File: config.mk
export PLATFORM = sky130hd
export DESIGN_NAME = weight_fetch_sequencer
export DESIGN_NICKNAME = d
export VERILOG_FILES = /design/src/rtl/weight_fetch_sequencer.sv
export SDC_FILE = /design/constraint.sdc
export NUM_CORES = 1
export LEC_CHECK = 0
export CAP_MARGIN = 20
export CORE_UTILIZATION = 30
export DETAILED_ROUTE_END_ITERATION = 12
export SLEW_MARGIN = 20
export SYNTH_ARGS = -nofsm -noshare
export SYNTH_HDL_FRONTEND = slang
export SYNTH_SLANG_ARGS = --single-unit
File: constraint.sdc
create_clock -name clk -period 9.1 [get_ports clk]
set_input_delay 2.73 -clock clk [delete_from_list [all_inputs] [get_ports clk]]
set_output_delay 2.73 -clock clk [all_outputs]
set_load 0.01 [all_outputs]
File: src/rtl/weight_fetch_sequencer.sv
// Tile-level weight read sequencer: walks a row-major tile one SPRAM read at a time
// and streams the returned words through a small FIFO tagged with row-end/tile-end flags.
module weight_fetch_sequencer #(
    parameter int ADDR_WIDTH = 14,
    parameter int DATA_WIDTH = 16,
    parameter int DIM_WIDTH  = 8,
    parameter int FIFO_DEPTH = 4
) (
    input  logic                  clk,
    input  logic                  rst,
    input  logic                  cmd_valid,
    output logic                  cmd_ready,
    input  logic [ADDR_WIDTH-1:0] cmd_base,
    input  logic [DIM_WIDTH-1:0]  cmd_rows,
    input  logic [DIM_WIDTH-1:0]  cmd_cols,
    input  logic [ADDR_WIDTH-1:0] cmd_stride,
    output logic [ADDR_WIDTH-1:0] mem_addr,
    output logic                  mem_re,
    input  logic [DATA_WIDTH-1:0] mem_rdata,
    input  logic                  mem_valid,
    output logic [DATA_WIDTH-1:0] w_data,
    output logic                  w_valid,
    input  logic                  w_ready,
    output logic                  w_last_col,
    output logic                  w_last,
    output logic                  busy,
    output logic                  done
);

    localparam int PTR_W   = $clog2(FIFO_DEPTH);
    localparam int CNT_W   = PTR_W + 1;
    localparam int ENTRY_W = DATA_WIDTH + 2;
    localparam logic [CNT_W-1:0]     DEPTH_CNT = CNT_W'(FIFO_DEPTH);
    localparam logic [DIM_WIDTH-1:0] DIM_ONE   = DIM_WIDTH'(1);

    typedef enum logic [1:0] {
        S_IDLE,
        S_FETCH,
        S_DRAIN,
        S_DONE
    } state_t;

    state_t                state_q, state_d;
    logic [DIM_WIDTH-1:0]  rows_q, rows_d;
    logic [DIM_WIDTH-1:0]  cols_q, cols_d;
    logic [DIM_WIDTH-1:0]  r_q, r_d;
    logic [DIM_WIDTH-1:0]  c_q, c_d;
    logic [ADDR_WIDTH-1:0] stride_q, stride_d;
    logic [ADDR_WIDTH-1:0] row_base_q, row_base_d;
    logic [ADDR_WIDTH-1:0] mem_addr_q, mem_addr_d;
    logic                  pending_q, pending_d;
    logic                  pend_last_q, pend_last_d;
    logic                  pend_last_col_q, pend_last_col_d;
    logic                  all_issued_q, all_issued_d;
    logic                  cmd_ready_q, cmd_ready_d;
    logic                  busy_q, busy_d;
    logic                  done_q, done_d;

    logic [ENTRY_W-1:0]    fifo_mem [FIFO_DEPTH];
    logic [PTR_W-1:0]      wr_ptr_q, wr_ptr_d;
    logic [PTR_W-1:0]      rd_ptr_q, rd_ptr_d;
    logic [CNT_W-1:0]      count_q, count_d;

    logic                  accept;
    logic                  ret;
    logic                  push;
    logic                  pop;
    logic                  issue;
    logic                  slot_free;
    logic                  at_last_col;
    logic                  at_last_row;
    logic [CNT_W-1:0]      count_after;
    logic [ENTRY_W-1:0]    head;
    logic [DIM_WIDTH-1:0]  cur_r, cur_c, cur_rows, cur_cols;
    logic [ADDR_WIDTH-1:0] cur_row_base, cur_stride;

    assign accept      = cmd_valid & cmd_ready_q;
    // A response only counts if a read is actually outstanding.
    assign ret         = pending_q & mem_valid;
    assign push        = ret;
    assign head        = fifo_mem[rd_ptr_q];
    assign w_valid     = (count_q != '0);
    assign pop         = w_valid & w_ready;
    assign count_after = count_q + CNT_W'(push) - CNT_W'(pop);
    assign slot_free   = ~pending_q | mem_valid;

    assign cmd_ready  = cmd_ready_q;
    assign busy       = busy_q;
    assign done       = done_q;
    assign mem_addr   = mem_addr_q;
    assign mem_re     = pending_q & ~mem_valid;
    assign w_data     = w_valid ? head[DATA_WIDTH-1:0] : '0;
    assign w_last_col = w_valid & head[DATA_WIDTH];
    assign w_last     = w_valid & head[DATA_WIDTH+1];

    always_comb begin
        // NOTE: every signal written here gets a default first, so no path can infer a latch.
        state_d         = state_q;
        rows_d          = rows_q;
        cols_d          = cols_q;
        r_d             = r_q;
        c_d             = c_q;
        stride_d        = stride_q;
        row_base_d      = row_base_q;
        mem_addr_d      = mem_addr_q;
        pending_d       = pending_q;
        pend_last_d     = pend_last_q;
        pend_last_col_d = pend_last_col_q;
        all_issued_d    = all_issued_q;
        issue           = 1'b0;

        // The first read is issued straight from the descriptor in the accept cycle.
        if (state_q == S_IDLE) begin
            cur_r        = '0;
            cur_c        = '0;
            cur_rows     = cmd_rows;
            cur_cols     = cmd_cols;
            cur_row_base = cmd_base;
            cur_stride   = cmd_stride;
        end else begin
            cur_r        = r_q;
            cur_c        = c_q;
            cur_rows     = rows_q;
            cur_cols     = cols_q;
            cur_row_base = row_base_q;
            cur_stride   = stride_q;
        end
        at_last_col = (cur_c == cur_cols - DIM_ONE);
        at_last_row = (cur_r == cur_rows - DIM_ONE);

        case (state_q)
            S_IDLE: begin
                if (accept) begin
                    rows_d       = cmd_rows;
                    cols_d       = cmd_cols;
                    stride_d     = cmd_stride;
                    r_d          = '0;
                    c_d          = '0;
                    row_base_d   = cmd_base;
                    all_issued_d = 1'b0;
                    if ((cmd_rows == '0) || (cmd_cols == '0)) begin
                        state_d = S_DONE;
                    end else begin
                        state_d = S_FETCH;
                        issue   = 1'b1;
                    end
                end
            end
            S_FETCH: begin
                issue = ~all_issued_q & slot_free & (count_after < DEPTH_CNT);
                if (all_issued_q & ret) begin
                    state_d = S_DRAIN;
                end
            end
            S_DRAIN: begin
                if (pop & head[DATA_WIDTH+1]) begin
                    state_d = S_DONE;
                end
            end
            S_DONE: begin
                state_d = S_IDLE;
            end
            default: begin
                state_d = S_IDLE;
            end
        endcase

        if (ret) begin
            pending_d = 1'b0;
        end
        if (issue) begin
            pending_d       = 1'b1;
            mem_addr_d      = cur_row_base + ADDR_WIDTH'(cur_c);
            pend_last_col_d = at_last_col;
            pend_last_d     = at_last_col & at_last_row;
            all_issued_d    = at_last_col & at_last_row;
            if (at_last_col) begin
                c_d        = '0;
                r_d        = cur_r + DIM_ONE;
                row_base_d = cur_row_base + cur_stride;
            end else begin
                c_d        = cur_c + DIM_ONE;
                r_d        = cur_r;
                row_base_d = cur_row_base;
            end
        end

        cmd_ready_d = (state_d == S_IDLE);
        busy_d      = (state_d != S_IDLE);
        done_d      = (state_d == S_DONE);

        wr_ptr_d = wr_ptr_q + PTR_W'(push);
        rd_ptr_d = rd_ptr_q + PTR_W'(pop);
        count_d  = count_after;
    end

    // NOTE: sequential state uses non-blocking assignments so every flop samples pre-edge values.
    always_ff @(posedge clk) begin
        if (rst) begin
            state_q         <= S_IDLE;
            rows_q          <= '0;
            cols_q          <= '0;
            r_q             <= '0;
            c_q             <= '0;
            stride_q        <= '0;
            row_base_q      <= '0;
            mem_addr_q      <= '0;
            pending_q       <= 1'b0;
            pend_last_q     <= 1'b0;
            pend_last_col_q <= 1'b0;
            all_issued_q    <= 1'b0;
            cmd_ready_q     <= 1'b1;
            busy_q          <= 1'b0;
            done_q          <= 1'b0;
            wr_ptr_q        <= '0;
            rd_ptr_q        <= '0;
            count_q         <= '0;
        end else begin
            state_q         <= state_d;
            rows_q          <= rows_d;
            cols_q          <= cols_d;
            r_q             <= r_d;
            c_q             <= c_d;
            stride_q        <= stride_d;
            row_base_q      <= row_base_d;
            mem_addr_q      <= mem_addr_d;
            pending_q       <= pending_d;
            pend_last_q     <= pend_last_d;
            pend_last_col_q <= pend_last_col_d;
            all_issued_q    <= all_issued_d;
            cmd_ready_q     <= cmd_ready_d;
            busy_q          <= busy_d;
            done_q          <= done_d;
            wr_ptr_q        <= wr_ptr_d;
            rd_ptr_q        <= rd_ptr_d;
            count_q         <= count_d;
        end
    end

    // NOTE: FIFO storage is deliberately not reset; the pointers and count qualify every read.
    always_ff @(posedge clk) begin
        if (push) begin
            fifo_mem[wr_ptr_q] <= {pend_last_q, pend_last_col_q, mem_rdata};
        end
    end

endmodule

==> results.md, run 1 <==
- Worst reg2reg setup slack: 4290 ps
- Busiest grt layer: met2
- Post-synth EDFFs: 72
- Detailed Routing Iterations Pass 1: 5
- Crit. End Element: primary output
- Share of cells above drive strength 1: 8.33%
- Cell taking the most area after synthesis: edfxtp_1
- Pwr dens: 218 nW/um^2
- Slew Limit Fails: 0
- Power Total: 0.00236 W
- Hold_sp: mem_addr[0]$_SDFFE_PP0P_
- Ys async rst share: 0%
- Fmax: 146 MHz
- First-pass GRT wire length: 38,200 um
- Critical path's slowest cell: clkdlybuf4s50_1
- Largest delay share family, worst path: buffers and inverters
- Hold Vio Cnt, Final: 0
- R2R depth: 12
- Crit path cell chain: clkdlybuf4s50_1 -> nor2b_1 -> clkdlybuf4s50_1
- Rows: 62
- Final setup viols: 0
- Later-pin clock latency in the skew report: 440 ps
- Root Buffer Master: clkbuf_16
- Cell count after synthesis: 958
- NumNets Final: 1,125
- Post-CTS Setup Inserts: 0
- DR WL/cell: 16.7 um
- Synth Register Bits: 162
- Crit-path max FO: 3
- Core box area: 28,900 sq um
- CTS tree: done
- Hold_ws: 452 ps
- Hold EP: mem_addr[0]$_SDFFE_PP0P_
- Fin crit period: 6860 ps
- Netlist cell types: 76
- # port buffers: 101
- R2r startpoint: state_q[1]$_SDFF_PP0_
- Die H: 174 um
- Status: finished clean
- Leak: 4.02 nW
- # diodes: 0
- Syn nets: 1,051
- Cell mode on critical path: clkdlybuf4s50_1
- Starting Density: 30.8%
- Period utilization: 75.4%
- WS Path Type: input port to primary output
- Detailed placement HPWL: 16,000 um
- Die area: 30,400 sq um
- Mean Syn Cell Area: 9.30 sq um
- Setup TNS: 0 ps
- Hold Crit Class: register to register
- Max VDD drop: 0.107 mV
- Area delta synth->final: 21.9%
- Number of global-route vias before repair: 7,066
- Worst R2R End: mem_addr[11]$_SDFFE_PP0P_
- Met1 global-route usage: 21.8%
- Clock skew: 11.5 ps
- Post-Synthesis Cell Area: 8910 sq um
- Non-filler cells, final: 1,429
- Total track usage: 15.8%
- Cts bufs inserted: 17
- H-tree depth: 4
- Max Root-Sink Buffers: 2
- Tightest Pin Transition: 976 ps
- Post_cts resized: 0
- Final worst slack: 2240 ps
- Initial antenna violation count: 0
- Synth top area share: 24.3%
- Global route overflow: 0
- Ports: 102
- Final wirelength: 23,900 um
- Post-Place Worst Slack: 2270 ps
- Vias per Instance: 5.21
- Synth warnings: 0
- Met2 usage: 25.8%
- Unrepaired setup endpoints after global routing: false
- Seq/Total Area, Yosys: 44.5%
- Ranking of synthesized cells by area: edfxtp_1 24%, dfxtp_1 20%, nand2_1 8.8%, a21oi_1 4.7%, mux4_2 4.5%
- WP buf/inv: 2
- Worst Path Required: 6370 ps
- Hold depth: 2
- Horiz. Die Dim: 174 um
- Slowest stage delay, CP: 620 ps
- ANT nets after route: 0
- Clk sinks: 162
- Max Cap Viol: 0
- Max-slew headroom: 34.4%
- Largest net degree at the start of global routing: 54
- Post-synth top flop: dfxtp_1
- Vias: 7,445
- DR iter-0 viols: 559
- Met3 Use GR: 2.45%
- CTS Hold Bufs: 0
- Placed Cells: 1,397
- DRC viols: 0
- Critical Path Source Type: input port
- CP arrival: 4130 ps
- Reg clk slew, reported paths: 70 ps
- GP Congestion: 0.846
==> cell usage after synthesis (5+ instances only) <==
cell type	number
a211oi_1	7
a21o_1	10
a21oi_1	83
a31oi_1	13
and2_1	28
and3_1	10
buf_1	7
buf_6	5
clkbuf_1	43
dfxtp_1	90
edfxtp_1	72
ha_1	25
inv_1	18
mux2i_1	23
mux4_2	18
nand2_1	208
nand3_1	39
nand3b_1	5
nand4_1	8
nor2_1	38
nor2b_1	7
nor3_1	18
nor4_1	18
o2111ai_1	7
o21ai_0	16
or3_1	7
xnor2_1	25
xor2_1	14
==> state kept, by name (all words and copies together) (netlist names), 2 cells and up <==
signal      count
c_q             8
cols_q          8
count_q         3
fifo_mem       72
mem_addr       14
r_q             8
rd_ptr_q        2
row_base_q     14
rows_q          8
state_q         2
stride_q       14
wr_ptr_q        2
==> power breakdown <==
part	switching, W	leakage (nW)	internal, W	total, W
Clock	0.000341	0.291	0.000392	0.000734
Combinational	0.000392	2.34	0.000361	0.000752
Sequential	0.0000552	1.39	0.000823	0.000878
==> per-layer routing <==
layer  wire, um  vias up
li1           -     3630
met1      11200     3559
met2      11200      234
met3       1240       22
met4        270        0
met5          0        -
==> metrics by stage <==
stage / utilization (%) / instance area [sq um]
floorplan: - / 8910
detailed placement: 35.5 / 10300
global placement: 35.5 / 10300
global route: 37.6 / 10900
CTS: 37.6 / 10900
finish: 37.6 / 10900
==> how the worst max path moves through the flow <==
| stage | from | end | slack (ps) | depth (start not counted) |
|---|---|---|---|---|
| final | mem_valid | mem_re | 2240 | 3 |
| after detailed placement | mem_valid | mem_re | 2270 | 3 |
| after global routing | mem_valid | mem_re | 2190 | 3 |
| after floorplan | mem_valid | mem_re | 3400 | 1 |
| after CTS | mem_valid | mem_re | 2260 | 3 |
| after global placement | mem_valid | mem_re | 2260 | 3 |
==> tightest hold or removal path: cells and delay by family (launching register included) <==
kind,cells,cell delay (ps)
simple gates,1,50
compound gates,1,50
flops,1,310
==> layout make-up <==
| type | count | area [sq um] |
|---|---|---|
| Clock buffer | 18 | 429 |
| Clock inverter | 14 | 158 |
| Timing Repair Buffer | 115 | 1110 |
| Tap cell | 384 | 480 |
| Sequential cell | 162 | 3960 |
| Inverter | 19 | 71.3 |
| Fill cell | 2873 | 18100 |
| Multi-Input combinational cell | 717 | 4650 |
==> cell families (layout without fill, tap and decap cells) <==
logic type	after synthesis	in the layout	share of synthesized area (%)
AO/OA/AOI/OAI	192	192	13.9
flip-flops	162	162	44.5
XOR/XNOR	40	40	4.08
buffers and inverters	79	166	3.85
adder cells (fa/ha/maj)	31	31	4.52
AND/OR/NAND/NOR	410	410	21.6
multiplexers	44	44	7.55
==> cell usage in the layout, fill, tap and decap left out, drive strengths merged, types with 10 or more instances in the layout <==
cell,count
a21o,10
a21oi,84
a31oi,13
and2,29
and3,10
buf,15
clkbuf,18
clkdlybuf4s50,100
dfxtp,90
edfxtp,72
ha,25
inv,28
mux2i,23
mux4,18
nand2,208
nand3,39
nor2,39
nor3,19
nor4,19
o21ai,18
xnor2,25
xor2,14
(Power assumes the default switching activity.)
==> inputs of run 2 (changes only) <==
- clock period: 9.1 -> 6.3 ns (I/O delays scaled with it)
==> results.md, run 2 (same netlist as run 1, synthesis figures left out) <==
- Initial antenna violation count: 0 (unchanged)
- Rows: 62 (unchanged)
- Horiz. Die Dim: 174 um (unchanged)
- Largest reg by FF count: fifo_mem
- Detailed Routing Iterations Pass 1: 7 (+2)
- Post_cts resized: 0 (unchanged)
- Detailed placement HPWL: 16,200 um (+0.98%)
- Max-slew headroom: 33.3% (-1.2 points)
- Reg clk slew, reported paths: 70 ps (about the same)
- Vias: 7,350 (-1.3%)
- Hold Vio Cnt, Final: 0 (unchanged)
- Root Buffer Master: clkbuf_16
- Pwr dens: 313 nW/um^2 (+44%)
- Total track usage: 15.9% (+0.046 points)
- Fmax: 190 MHz
- Ports: 102 (unchanged)
- NumNets Final: 1,127 (+0.18%)
- Max Root-Sink Buffers: 2 (unchanged)
- Setup TNS: 0 ps (unchanged)
- GP Congestion: 0.846 (about the same)
- First-pass GRT wire length: 38,600 um (+0.85%)
- Number of global-route vias before repair: 7,156 (+1.3%)
- Cts bufs inserted: 17 (unchanged)
- Max Cap Viol: 0 (unchanged)
- Final setup viols: 0 (unchanged)
- Global route overflow: 0 (unchanged)
- Most frequent cells in the layout: 208 x nand2_1, 100 x clkdlybuf4s50_1, 90 x dfxtp_1
- Max VDD drop: 0.156 mV (+45%)
- Vias per Instance: 5.14 (-1.4%)
- Share of cells above drive strength 1: 8.60% (+0.27 points)
- WS Path Type: input port to primary output
- Area delta synth->final: 22.4%
- DR iter-0 viols: 502 (-10%)
- DR WL/cell: 16.4 um (-1.8%)
- Hold Crit Class: register to register
- Clk sinks: 162 (unchanged)
- Worst Path Required: 4410 ps (-1960 ps)
- Starting Density: 30.8% (unchanged)
- ANT nets after route: 0 (unchanged)
- Fin crit period: 5270 ps
- Largest net degree at the start of global routing: 78 (+44%)
- Crit-path max FO: 3 (unchanged)
- Die area: 30,400 sq um (unchanged)
- Power Total: 0.00342 W (+45%)
- H-tree depth: 4 (unchanged)
- DRC viols: 0 (unchanged)
- Leak: 4.04 nW (+0.46%)
- Critical Path Source Type: input port
- Core box area: 28,900 sq um (unchanged)
- Slew Limit Fails: 0 (unchanged)
- Final wirelength: 23,500 um (-1.7%)
- Clock skew: 11.0 ps (-0.488 ps)
- Tightest Pin Transition: 1000 ps (+25.2 ps)
- Later-pin clock latency in the skew report: 430 ps (about the same)
- Crit. End Element: primary output
- Max reg flops: 72 (unchanged)
- CTS tree: done
- Post-CTS Setup Inserts: 0 (unchanged)
- Unrepaired setup endpoints after global routing: false
- Most common cell after layout, fill and taps aside: nand2_1
- CTS Hold Bufs: 0 (unchanged)
- Status: finished clean
- CP arrival: 3380 ps (-750 ps)
- # diodes: 0 (unchanged)
- Period utilization: 83.7%
- # port buffers: 101 (unchanged)
- Die H: 174 um (unchanged)
[run 2: power by group]
| group | switching [W] | internal, W | total [W] |
|---|---|---|---|
| sequential | 0.0000860 | 0.00119 | 0.00127 |
| combinational | 0.000562 | 0.000524 | 0.00109 |
| clock | 0.000513 | 0.000544 | 0.00106 |
| total | 0.00116 | 0.00226 | 0.00342 |
[run 2: per-stage QoR]
step	hold WS (ps)	instance area (sq um)	setup WS (ps)	cells	utilization (%)
after floorplan	434	8910	1720	958	-
after global placement	442	10300	746	1399	35.6
after detailed placement	443	10300	666	1399	35.6
after CTS	453	10900	1030	1431	37.7
after global routing	475	10900	874	1431	37.7
final	451	10900	1030	1431	37.7
[run 2: layout make-up]
cell class	count	area, sq um
Multi-Input combinational cell	717	4650
Tap cell	384	480
Inverter	19	71.3
Clock inverter	15	189
Sequential cell	162	3960
Clock buffer	17	425
Timing Repair Buffer	117	1130
Fill cell	2899	18000
[run 2: path summary, 6_finish.rpt]
path | cells past startpoint | slack [ps] | start | endpoint
setup / recovery | 3 | 1030 | mem_valid | mem_re
hold / removal | 2 | 450 | mem_addr[3]$_SDFFE_PP0P_ | mem_addr[3]$_SDFFE_PP0P_
setup reg to reg | 12 | 2090 | count_q[1]$_SDFF_PP0_ | row_base_q[2]$_SDFFE_PP0P_
hold reg to reg | 2 | 450 | mem_addr[3]$_SDFFE_PP0P_ | mem_addr[3]$_SDFFE_PP0P_
[run 2: critical path, cell delays in order]
cell and delay, ps:
clkdlybuf4s50_1 470, nor2b_1 380, clkdlybuf4s50_1 630
[run 2: per-layer routing]
layer,vias up,track usage [%],share of wire (%)
li1,3643,-,-
met4,0,3.91,1.1
met2,184,26.4,47
met3,17,2.73,4.8
met5,-,0,0
met1,3506,21.4,47
==> inputs of run 3 (changes only) <==
- clock period: 6.3 -> 4.63 ns (I/O delays scaled with it)
==> results.md, run 3 (same netlist as run 1, synthesis figures left out) <==
- Max VDD drop: 0.268 mV (+72%)
- Final setup viols: 0 (unchanged)
- Crit-path max FO: 3 (unchanged)
- CP arrival: 2870 ps (-510 ps)
- First-pass GRT wire length: 39,400 um (+2.3%)
- Root Buffer Master: clkbuf_16
- Area delta synth->final: 24.0%
- Worst R2R End: mem_addr[12]$_SDFFE_PP0P_
- Max Root-Sink Buffers: 2 (unchanged)
- Largest net degree at the start of global routing: 79 (+1.3%)
- Ports: 102 (unchanged)
- Total track usage: 16.5% (+0.56 points)
- Most common cell after layout, fill and taps aside: nand2_1
- GP Congestion: 0.862 (+1.9%)
- Detailed Routing Iterations Pass 1: 5 (-2)
- R2r startpoint: state_q[0]$_SDFF_PP0_
- Critical Path Source Type: input port
- Core box area: 28,900 sq um (unchanged)
- Cell mode on critical path: clkdlybuf4s50_1
- CTS Hold Bufs: 0 (unchanged)
- Max-slew headroom: 39.0% (+5.7 points)
- Most frequent cells in the layout: 208 x nand2_1, 100 x clkdlybuf4s50_1, 90 x dfxtp_1
- Crit path cell chain: clkdlybuf4s50_1 -> nor2b_1 -> clkdlybuf4s50_1
- CTS tree: done
- Initial antenna violation count: 0 (unchanged)
- # port buffers: 101 (unchanged)
- WS Path Type: input port to primary output
- Fin crit period: 4260 ps
- Leak: 4.13 nW (+2.4%)
- Hold Crit Class: register to register
- Starting Density: 30.8% (unchanged)
- Crit. End Element: primary output
- Rows: 62 (unchanged)
- Hold_ws: 452 ps (+1.25 ps)
- Hold_sp: mem_addr[0]$_SDFFE_PP0P_
- Setup TNS: 0 ps (unchanged)
- Critical path's slowest cell: clkdlybuf4s50_1
- Clk sinks: 162 (unchanged)
- Pwr dens: 425 nW/um^2 (+36%)
- Final wirelength: 24,400 um (+4.0%)
- Tightest Pin Transition: 910 ps (-91.4 ps)
- Worst reg2reg setup slack: 910 ps (-1180 ps)
- Die H: 174 um (unchanged)
- DR WL/cell: 16.8 um (+2.4%)
- Hold EP: mem_addr[0]$_SDFFE_PP0P_
- Later-pin clock latency in the skew report: 440 ps (about the same)
- Largest reg by FF count: fifo_mem
- Slew Limit Fails: 0 (unchanged)
- Vias per Instance: 5.18 (+0.80%)
- Detailed placement HPWL: 17,000 um (+5.3%)
- Unrepaired setup endpoints after global routing: false
- DR iter-0 viols: 704 (+40%)
- Global route overflow: 0 (unchanged)
- Vias: 7,528 (+2.4%)
- Cts bufs inserted: 17 (unchanged)
- Max reg flops: 72 (unchanged)
- Fmax: 235 MHz
- Post-CTS Setup Inserts: 0 (unchanged)
- Slowest stage delay, CP: 620 ps (about the same)
- Die area: 30,400 sq um (unchanged)
- Horiz. Die Dim: 174 um (unchanged)
- Share of cells above drive strength 1: 10.4% (+1.8 points)
- Clock skew: 14.0 ps (+3.01 ps)
- H-tree depth: 4 (unchanged)
- ANT nets after route: 0 (unchanged)
- Status: finished clean
- Reg clk slew, reported paths: 70 ps (about the same)
- Max Cap Viol: 0 (unchanged)
- Post_cts resized: 0 (unchanged)
- Hold depth: 2 (unchanged)
- Number of global-route vias before repair: 7,197 (+0.57%)
- NumNets Final: 1,149 (+2.0%)
- R2R depth: 11 (-1)
- Register area: 3960 sq um (unchanged)
- Period utilization: 92.1%
- DRC viols: 0 (unchanged)
- Hold Vio Cnt, Final: 0 (unchanged)
- Worst Path Required: 3240 ps (-1170 ps)
- Filler cells: 2,866 (-1.1%)
- Area of the multi-input gates: 4650 sq um (-0.19%)
==> run 3: cell type report <==
cell class	instances	share of cell area, %
antenna	1	0.0226
tap	384	4.35
inverter	19	0.645
clock buffer	18	3.88
multi-input combinational	717	42.0
clock inverter	14	1.41
timing repair buffer	139	11.8
sequential	162	35.9
==> run 3: metal layers <==
| layer | GRT usage, % | up-vias | wire (um) |
|---|---|---|---|
| met4 | 3.76 | 0 | 317 |
| met1 | 22.2 | 3581 | 11000 |
| met3 | 3.32 | 26 | 1470 |
| met2 | 27.0 | 246 | 11600 |
| met5 | 0 | - | 0 |
| li1 | - | 3675 | - |
==> run 3: through the flow <==
stage | util [%] | worst slack [ps] | cells | power [W] | area, sq um
6_report | 38.2 | 367 | 1454 | 0.00470 | 11100
5_1_grt | 38.2 | 238 | 1453 | 0.00496 | 11100
4_1_cts | 38.2 | 369 | 1453 | 0.00475 | 11100
3_5_place_dp | 36.2 | 76.3 | 1421 | 0.00331 | 10500
3_3_place_gp | 36.2 | 114 | 1421 | 0.00329 | 10500
2_1_floorplan | - | 496 | 958 | 0.00268 | 8910
==> run 3: worst max path at each step <==
stage                             endpoint                   from  slack (ps)
2_1_floorplan  row_base_q[12]$_SDFFE_PP0P_  state_q[1]$_SDFF_PP0_         500
3_3_place_gp    row_base_q[1]$_SDFFE_PP0P_              mem_valid         110
3_5_place_dp    row_base_q[2]$_SDFFE_PP0P_              mem_valid          80
4_1_cts                             mem_re              mem_valid         370
5_1_grt          mem_addr[11]$_SDFFE_PP0P_            cmd_base[1]         240
6_report                            mem_re              mem_valid         370
==> run 3: power breakdown <==
group | internal, W | switching [W]
Clock | 0.000728 | 0.000697
Combinational | 0.000759 | 0.000810
Sequential | 0.00162 | 0.0000859
==> run 3: worst max-delay path: cells and delay by family <==
kind                   cells  cell delay (ps)
buffers and inverters      2             1080
and+or+nand+nor            1              400
==> edit 1: new RTL, flow settings as in run 2 <==
Re-encode `state_t` (4 states) as one-hot, 4 bits wide.
--- a/src/rtl/weight_fetch_sequencer.sv
+++ b/src/rtl/weight_fetch_sequencer.sv
@@ -33,11 +33,11 @@
     localparam logic [CNT_W-1:0]     DEPTH_CNT = CNT_W'(FIFO_DEPTH);
     localparam logic [DIM_WIDTH-1:0] DIM_ONE   = DIM_WIDTH'(1);
 
-    typedef enum logic [1:0] {
-        S_IDLE,
-        S_FETCH,
-        S_DRAIN,
-        S_DONE
+    typedef enum logic [3:0] {
+        S_IDLE  = 4'b0001,
+        S_FETCH = 4'b0010,
+        S_DRAIN = 4'b0100,
+        S_DONE  = 4'b1000
     } state_t;
 
     state_t                state_q, state_d;
Formal check against the unedited RTL: same outputs for any inputs over 4 cycles, from zero or initial values and one cycle with rst high; so few cycles prove little.
==> edit 1 against run 2 <==
- via count down 4.7%
- sequential cell count up 2
- worst setup slack better by 0.074 ns
- synthesized area down 1.5%
- power up 9.1%
- first-iteration DRC count down 8.6%
- synthesized cell count down 2.3%
- cell count down 1.0%
- wire length down 6.6%
- final area down 1.1%
- maximum frequency up 1.4%
- critical endpoint unchanged
==> edit 1: results (changes against run 2) <==
stage,metric,value,unit,change
power_and_ir_drop,Max IR drop VDD,0.137,mV,-12%
layout,Top reg by flops,fifo_mem,,
synthesis,Post-synth EDFFs,72,,unchanged
clock_network,worst skew pair latency,0.43,ns,about the same
synthesis,Synthesized Nets,1029,,-2.1%
critical_path,critical path endpoint,mem_re,,
global_route,GRT Overall Usage,15.0,%,-0.85 points
hold_path,min-delay src,stride_q[13]$_SDFFE_PP0P_,,
clock_network,CTS H-tree depth,4,,unchanged
place,placer's final routability congestion estimate,0.795,,-6.1%
global_route,largest net degree at the start of global routing,67,,-14%
layout,final net count,1111,,-1.4%
layout,layout cells sized above 1,8.24,%,-0.35 points
critical_path,Worst Path Arrival,3.31,ns,-0.07 ns
synthesis,synth top area cells,"edfxtp_1 (25%), dfxtp_1 (21%), nand2_1 (8.9%)",,
clock_network,postcts setup bufs,0,,unchanged
drt,DR WL/cell,15.5,um,-5.6%
critical_path,Critical Path Source,mem_valid,,
place,DP Wirelength,15100,um,-6.6%
clock_network,Root Buffer,clkbuf_16,,
place,Buffers on Ports,101,,unchanged
synthesis,"Top FF cell, synth",dfxtp_1,,
power_and_ir_drop,Pleak,4.04,nW,+0.20%
synthesis,"FFs w/ async S/R, synth",0,%,unchanged
global_route,vias in the first global route,6838,,-4.4%
critical_path,RR Startpoint,state_q[1]$_SDFF_PP0_,,
drt,Vias,7007,,-4.7%
clock_network,Clock transition at path regs,0.07,ns,about the same
synthesis,register area share after synthesis,45.6,%,+1.2 points
synthesis,Synth warnings,0,,unchanged
clock_network,CTS buffer count,17,,unchanged
sta,clk_skew,0.0139,ns,+0.00287 ns
critical_path,worst-path maximum fanout,3,,unchanged
hold_path,HP Class,reg2reg,,
global_route,initial antenna violation count,1,,+1
synthesis,Synth cell types,75,,-1.3%
drt,drt initial violations,459,,-8.6%
global_route,first-pass GRT wire length,36000,um,-6.6%
drt,First-pass DRT Iterations,5,,-2
critical_path,R2R depth,14,,+2
synthesis,"top cells by count, synth","nand2_1 (208), dfxtp_1 (92), a21oi_1 (75)",,
status,run status,completed,,
critical_path,worst r2r dst,mem_addr[10]$_SDFFE_PP0P_,,
critical_path,Crit path max-delay family,buffers and inverters,,
layout,max FFs per register,72,,unchanged
sta,Rel. slew slack,35.6,%,+2.3 points
critical_path,"setup slack, reg-to-reg",1.93,ns,-0.16 ns
## edit 1: changes by cell type after synthesis, moves of 7 or more
cell      change
xor2_1        +7
nor2_1       +18
a211oi_1     +10
nor4_1       -17
mux2i_1       -8
o21ai_0       +9
clkbuf_1      -7
nand3_1      -19
a21oi_1       -8
## edit 1: tightest hold or removal path, delay by kind of cell, from the launching register on
family             cells  cell delay (ns)
DFF                    1             0.31
and+or+nand+nor        1             0.05
AOI/OAI and AO/OA      1             0.05
## edit 1: per-layer routing
metal / track usage (%) / vias up / wire [um]
met2: 24.9 / 155 / 10300
li1: - / 3501 / -
met5: 0 / - / 0
met4: 5.49 / 0 / 433
met3: 2.53 / 18 / 759
met1: 19.7 / 3333 / 10500
## edit 1: final cells by class
| class | instances | area, um^2 |
|---|---|---|
| Multi-Input combinational cell | 699 | 4510 |
| Clock buffer | 17 | 425 |
| Sequential cell | 164 | 4000 |
| Fill cell | 2917 | 17900 |
| Clock inverter | 15 | 186 |
| Timing Repair Buffer | 115 | 1110 |
| Antenna cell | 1 | 2.50 |
| Tap cell | 384 | 480 |
| Inverter | 21 | 78.8 |
## edit 1: worst min path at each step
stage	cells after the start	slack, ns	end
floorplan	2	0.44	stride_q[13]$_SDFFE_PP0P_
global placement	2	0.44	stride_q[1]$_SDFFE_PP0P_
detailed placement	2	0.45	stride_q[6]$_SDFFE_PP0P_
CTS	2	0.46	stride_q[13]$_SDFFE_PP0P_
global route	2	0.47	stride_q[3]$_SDFFE_PP0P_
finish	2	0.46	stride_q[13]$_SDFFE_PP0P_
## edit 1: stage by stage
stage	hold WS, ns	util (%)	worst slack (ns)	std cells	cell area (um^2)
2_1_floorplan	0.436	-	1.85	936	8780
3_3_place_gp	0.441	35.5	1.04	1383	10200
3_5_place_dp	0.447	35.5	0.966	1383	10200
4_1_cts	0.457	37.6	1.11	1415	10800
5_1_grt	0.470	37.6	1.05	1416	10800
6_report	0.455	37.6	1.10	1416	10800
## edit 1: cell families (layout without fill, tap and decap cells)
family,count (synthesis),in the layout,share of synthesized area (%)
simple gates,394,394,20.6
buf+inv,73,168,3.44
other cells,0,1,0
compound gates,187,187,13.7
mux,40,40,7.39
flops,164,164,45.6
xor+xnor,47,47,4.69
fa+ha+maj,31,31,4.59
## edit 1: power breakdown
part	internal, mW	switching, mW	leakage, nW
Clock	0.547	0.525	0.300
Sequential	1.20	0.0693	1.42
Combinational	0.628	0.758	2.33
==> edit 2: new RTL, flow settings as in run 2 <==
Without the edit above. Change the parameter `FIFO_DEPTH` from 4 to 2.
--- a/src/rtl/weight_fetch_sequencer.sv
+++ b/src/rtl/weight_fetch_sequencer.sv
@@ -4,7 +4,7 @@
     parameter int ADDR_WIDTH = 14,
     parameter int DATA_WIDTH = 16,
     parameter int DIM_WIDTH  = 8,
-    parameter int FIFO_DEPTH = 4
+    parameter int FIFO_DEPTH = 2
 ) (
     input  logic                  clk,
     input  logic                  rst,
Function: changed (a bounded check fails within 4 cycles, from zero or initial values and one cycle with rst high).
==> edit 2 against run 2 <==
- critical path depth grew 8
- power shrank 21%
- worst setup slack improved by 0.16 ns
- wire length shrank 11%
- clock skew down 0.0036 ns
- sequential cell count decreased by 39
- final area fell by 16%
- synthesized area fell by 18%
- critical path type is now in2reg
==> edit 2: results (changes against run 2) <==
stage,metric,value,unit,change
synthesis,"Top FF cell, synth",dfxtp_1,,
clock_network,Longest Clk Path Bufs,2,,unchanged
critical_path,RR Startpoint,state_q[1]$_SDFF_PP0_,,
drt,DRC violations left,0,,unchanged
critical_path,Worst Path Arrival,5.44,ns,+2.06 ns
layout,Top reg by flops,fifo_mem,,
power_and_ir_drop,Pleak,3.51,nW,-13%
place,Setup WS pre-CTS,0.745,ns,+0.0786 ns
synthesis,Synth warnings,0,,unchanged
critical_path,worst-path maximum fanout,19,,+16
layout,Fill cells,2473,,-15%
power_and_ir_drop,Max IR drop VDD,0.186,mV,+19%
place,DP Wirelength,14700,um,-9.2%
global_route,vias in the first global route,6292,,-12%
synthesis,adder-cell share of the synthesized area,5.44,%,+0.92 points
global_route,first-pass GRT wire length,33400,um,-13%
drt,DR WL/cell,16.1,um,-1.7%
synthesis,post-synthesis mux area share,5.87,%,-1.7 points
global_route,GRT Overall Usage,17.4,%,+1.5 points
layout,final net count,1058,,-6.1%
sta,clk_skew,0.00740,ns,-0.00363 ns
hold_path,hold path cells,2,,unchanged
synthesis,"FFs w/ async S/R, synth",0,%,unchanged
clock_network,postcts setup bufs,0,,unchanged
drt,First-pass DRT Iterations,7,,unchanged
critical_path,Critical Path Source,cmd_cols[0],,
sta,Final Hold Fails,0,,unchanged
synthesis,Synth Area in XOR/XNOR,5.63,%,+1.5 points
critical_path,R2R depth,11,,-1
layout,layout cells sized above 1,7.16,%,-1.4 points
synthesis,register area share after synthesis,38.6,%,-5.9 points
clock_network,CTS H-tree depth,4,,unchanged
synthesis,synth top area cells,"dfxtp_1 (24%), edfxtp_1 (15%), nand2_1 (10%)",,
clock_network,Clock transition at path regs,0.06,ns,
global_route,initial antenna violation count,0,,unchanged
drt,Via-to-Cell Ratio,5.08,,-1.0%
clock_network,worst skew pair latency,0.43,ns,about the same
synthesis,Synth cell types,66,,-13%
critical_path,worst r2r dst,mem_addr[13]$_SDFFE_PP0P_,,
synthesis,Compound-Gate Fraction of Synth Area,16.8,%,+2.9 points
synthesis,Post-synth EDFFs,36,,-50%
critical_path,"setup slack, reg-to-reg",1.99,ns,-0.10 ns
clock_network,CTS resizes,0,,unchanged
place,placer's final routability congestion estimate,0.896,,+5.9%
layout,ant diodes,0,,unchanged
clock_network,CTS buffer count,17,,unchanged
sta,Setup TNS,0,ns,unchanged
sta,worst-margin pin slew,0.941,ns,-0.0607 ns
drt,drt initial violations,409,,-19%
sta,upper clock frequency limit,0.196,GHz,+3.1%
status,run status,completed,,
layout,max FFs per register,36,,-50%
critical_path,critical path endpoint,r_q[6]$_SDFFE_PP0P_,,
synthesis,"top cells by count, synth","nand2_1 (195), dfxtp_1 (87), a21oi_1 (85)",,
global_route,largest net degree at the start of global routing,48,,-38%
place,Buffers on Ports,101,,unchanged
hold_path,HP Class,reg2reg,,
synthesis,Synthesized Nets,979,,-6.9%
==> edit 2: cell count changes after synthesis, sizes merged, moves of 7 or more <==
cell | before | now
and2 | 29 | 12
edfxtp | 72 | 36
mux2i | 23 | 38
mux4 | 18 | 0
nand2 | 208 | 195
nand3 | 39 | 10
nor2 | 39 | 70
nor3 | 19 | 26
nor4 | 19 | 8
o21ai | 18 | 27
==> edit 2: layer usage <==
metal | vias up | global-route usage (%) | routed length, um
li1 | 3297 | - | -
met3 | 29 | 3.89 | 1170
met2 | 180 | 29.2 | 9810
met4 | 0 | 5.36 | 365
met5 | - | 0 | 0
met1 | 3084 | 22.0 | 9530
==> edit 2: through the flow <==
| step | std cells | cell area [um^2] | total power, mW |
|---|---|---|---|
| 6_report | 1296 | 9170 | 2.70 |
| 5_1_grt | 1296 | 9170 | 2.85 |
| 4_1_cts | 1296 | 9170 | 2.73 |
| 3_5_place_dp | 1264 | 8600 | 1.76 |
| 3_3_place_gp | 1263 | 8590 | 1.75 |
| 2_1_floorplan | 885 | 7320 | 1.44 |
==> edit 2: cells by family after synthesis <==
family | Yosys count
AOI/OAI and AO/OA | 195
muxes | 42
and+or+nand+nor | 376
adders and majority gates | 31
buffers and inverters | 71
DFF | 123
xor gates and xnor gates | 47
==> edit 2: worst min-delay path by stage <==
stage | start | slack (ns) | to
2_1_floorplan | pend_last_q$_SDFFE_PP0P_ | 0.43 | fifo_mem[0][17]$_DFFE_PP_
3_3_place_gp | stride_q[13]$_SDFFE_PP0P_ | 0.44 | stride_q[13]$_SDFFE_PP0P_
3_5_place_dp | stride_q[13]$_SDFFE_PP0P_ | 0.45 | stride_q[13]$_SDFFE_PP0P_
4_1_cts | stride_q[13]$_SDFFE_PP0P_ | 0.46 | stride_q[13]$_SDFFE_PP0P_
5_1_grt | stride_q[6]$_SDFFE_PP0P_ | 0.47 | stride_q[6]$_SDFFE_PP0P_
6_report | stride_q[10]$_SDFFE_PP0P_ | 0.45 | stride_q[10]$_SDFFE_PP0P_
==> edit 2: power by group <==
part           switching (mW)  total [mW]  internal, mW
sequential             0.0503       0.932         0.882
clock                   0.435       0.961         0.526
combinational           0.446       0.807         0.361
==> edit 2: cell type report <==
class                      instances  area share [%]
tap                              319            4.35
timing repair buffer             114            12.1
sequential                       123            30.8
clock buffer                      17            4.64
multi-input combinational        691            45.9
inverter                          17           0.696
clock inverter                    15            1.57
==> edit 2: worst max-delay path, cell delays in order <==
cell             delay [ns]
clkdlybuf4s50_1        0.50
nor3b_1                0.31
a21oi_2                0.13
ha_1                   0.37
nand4b_1               0.20
a311o_1                0.33
nand3b_1               0.20
or4_1                  0.83
nor4_4                 0.36
nor4b_1                0.08
a211o_1                0.24
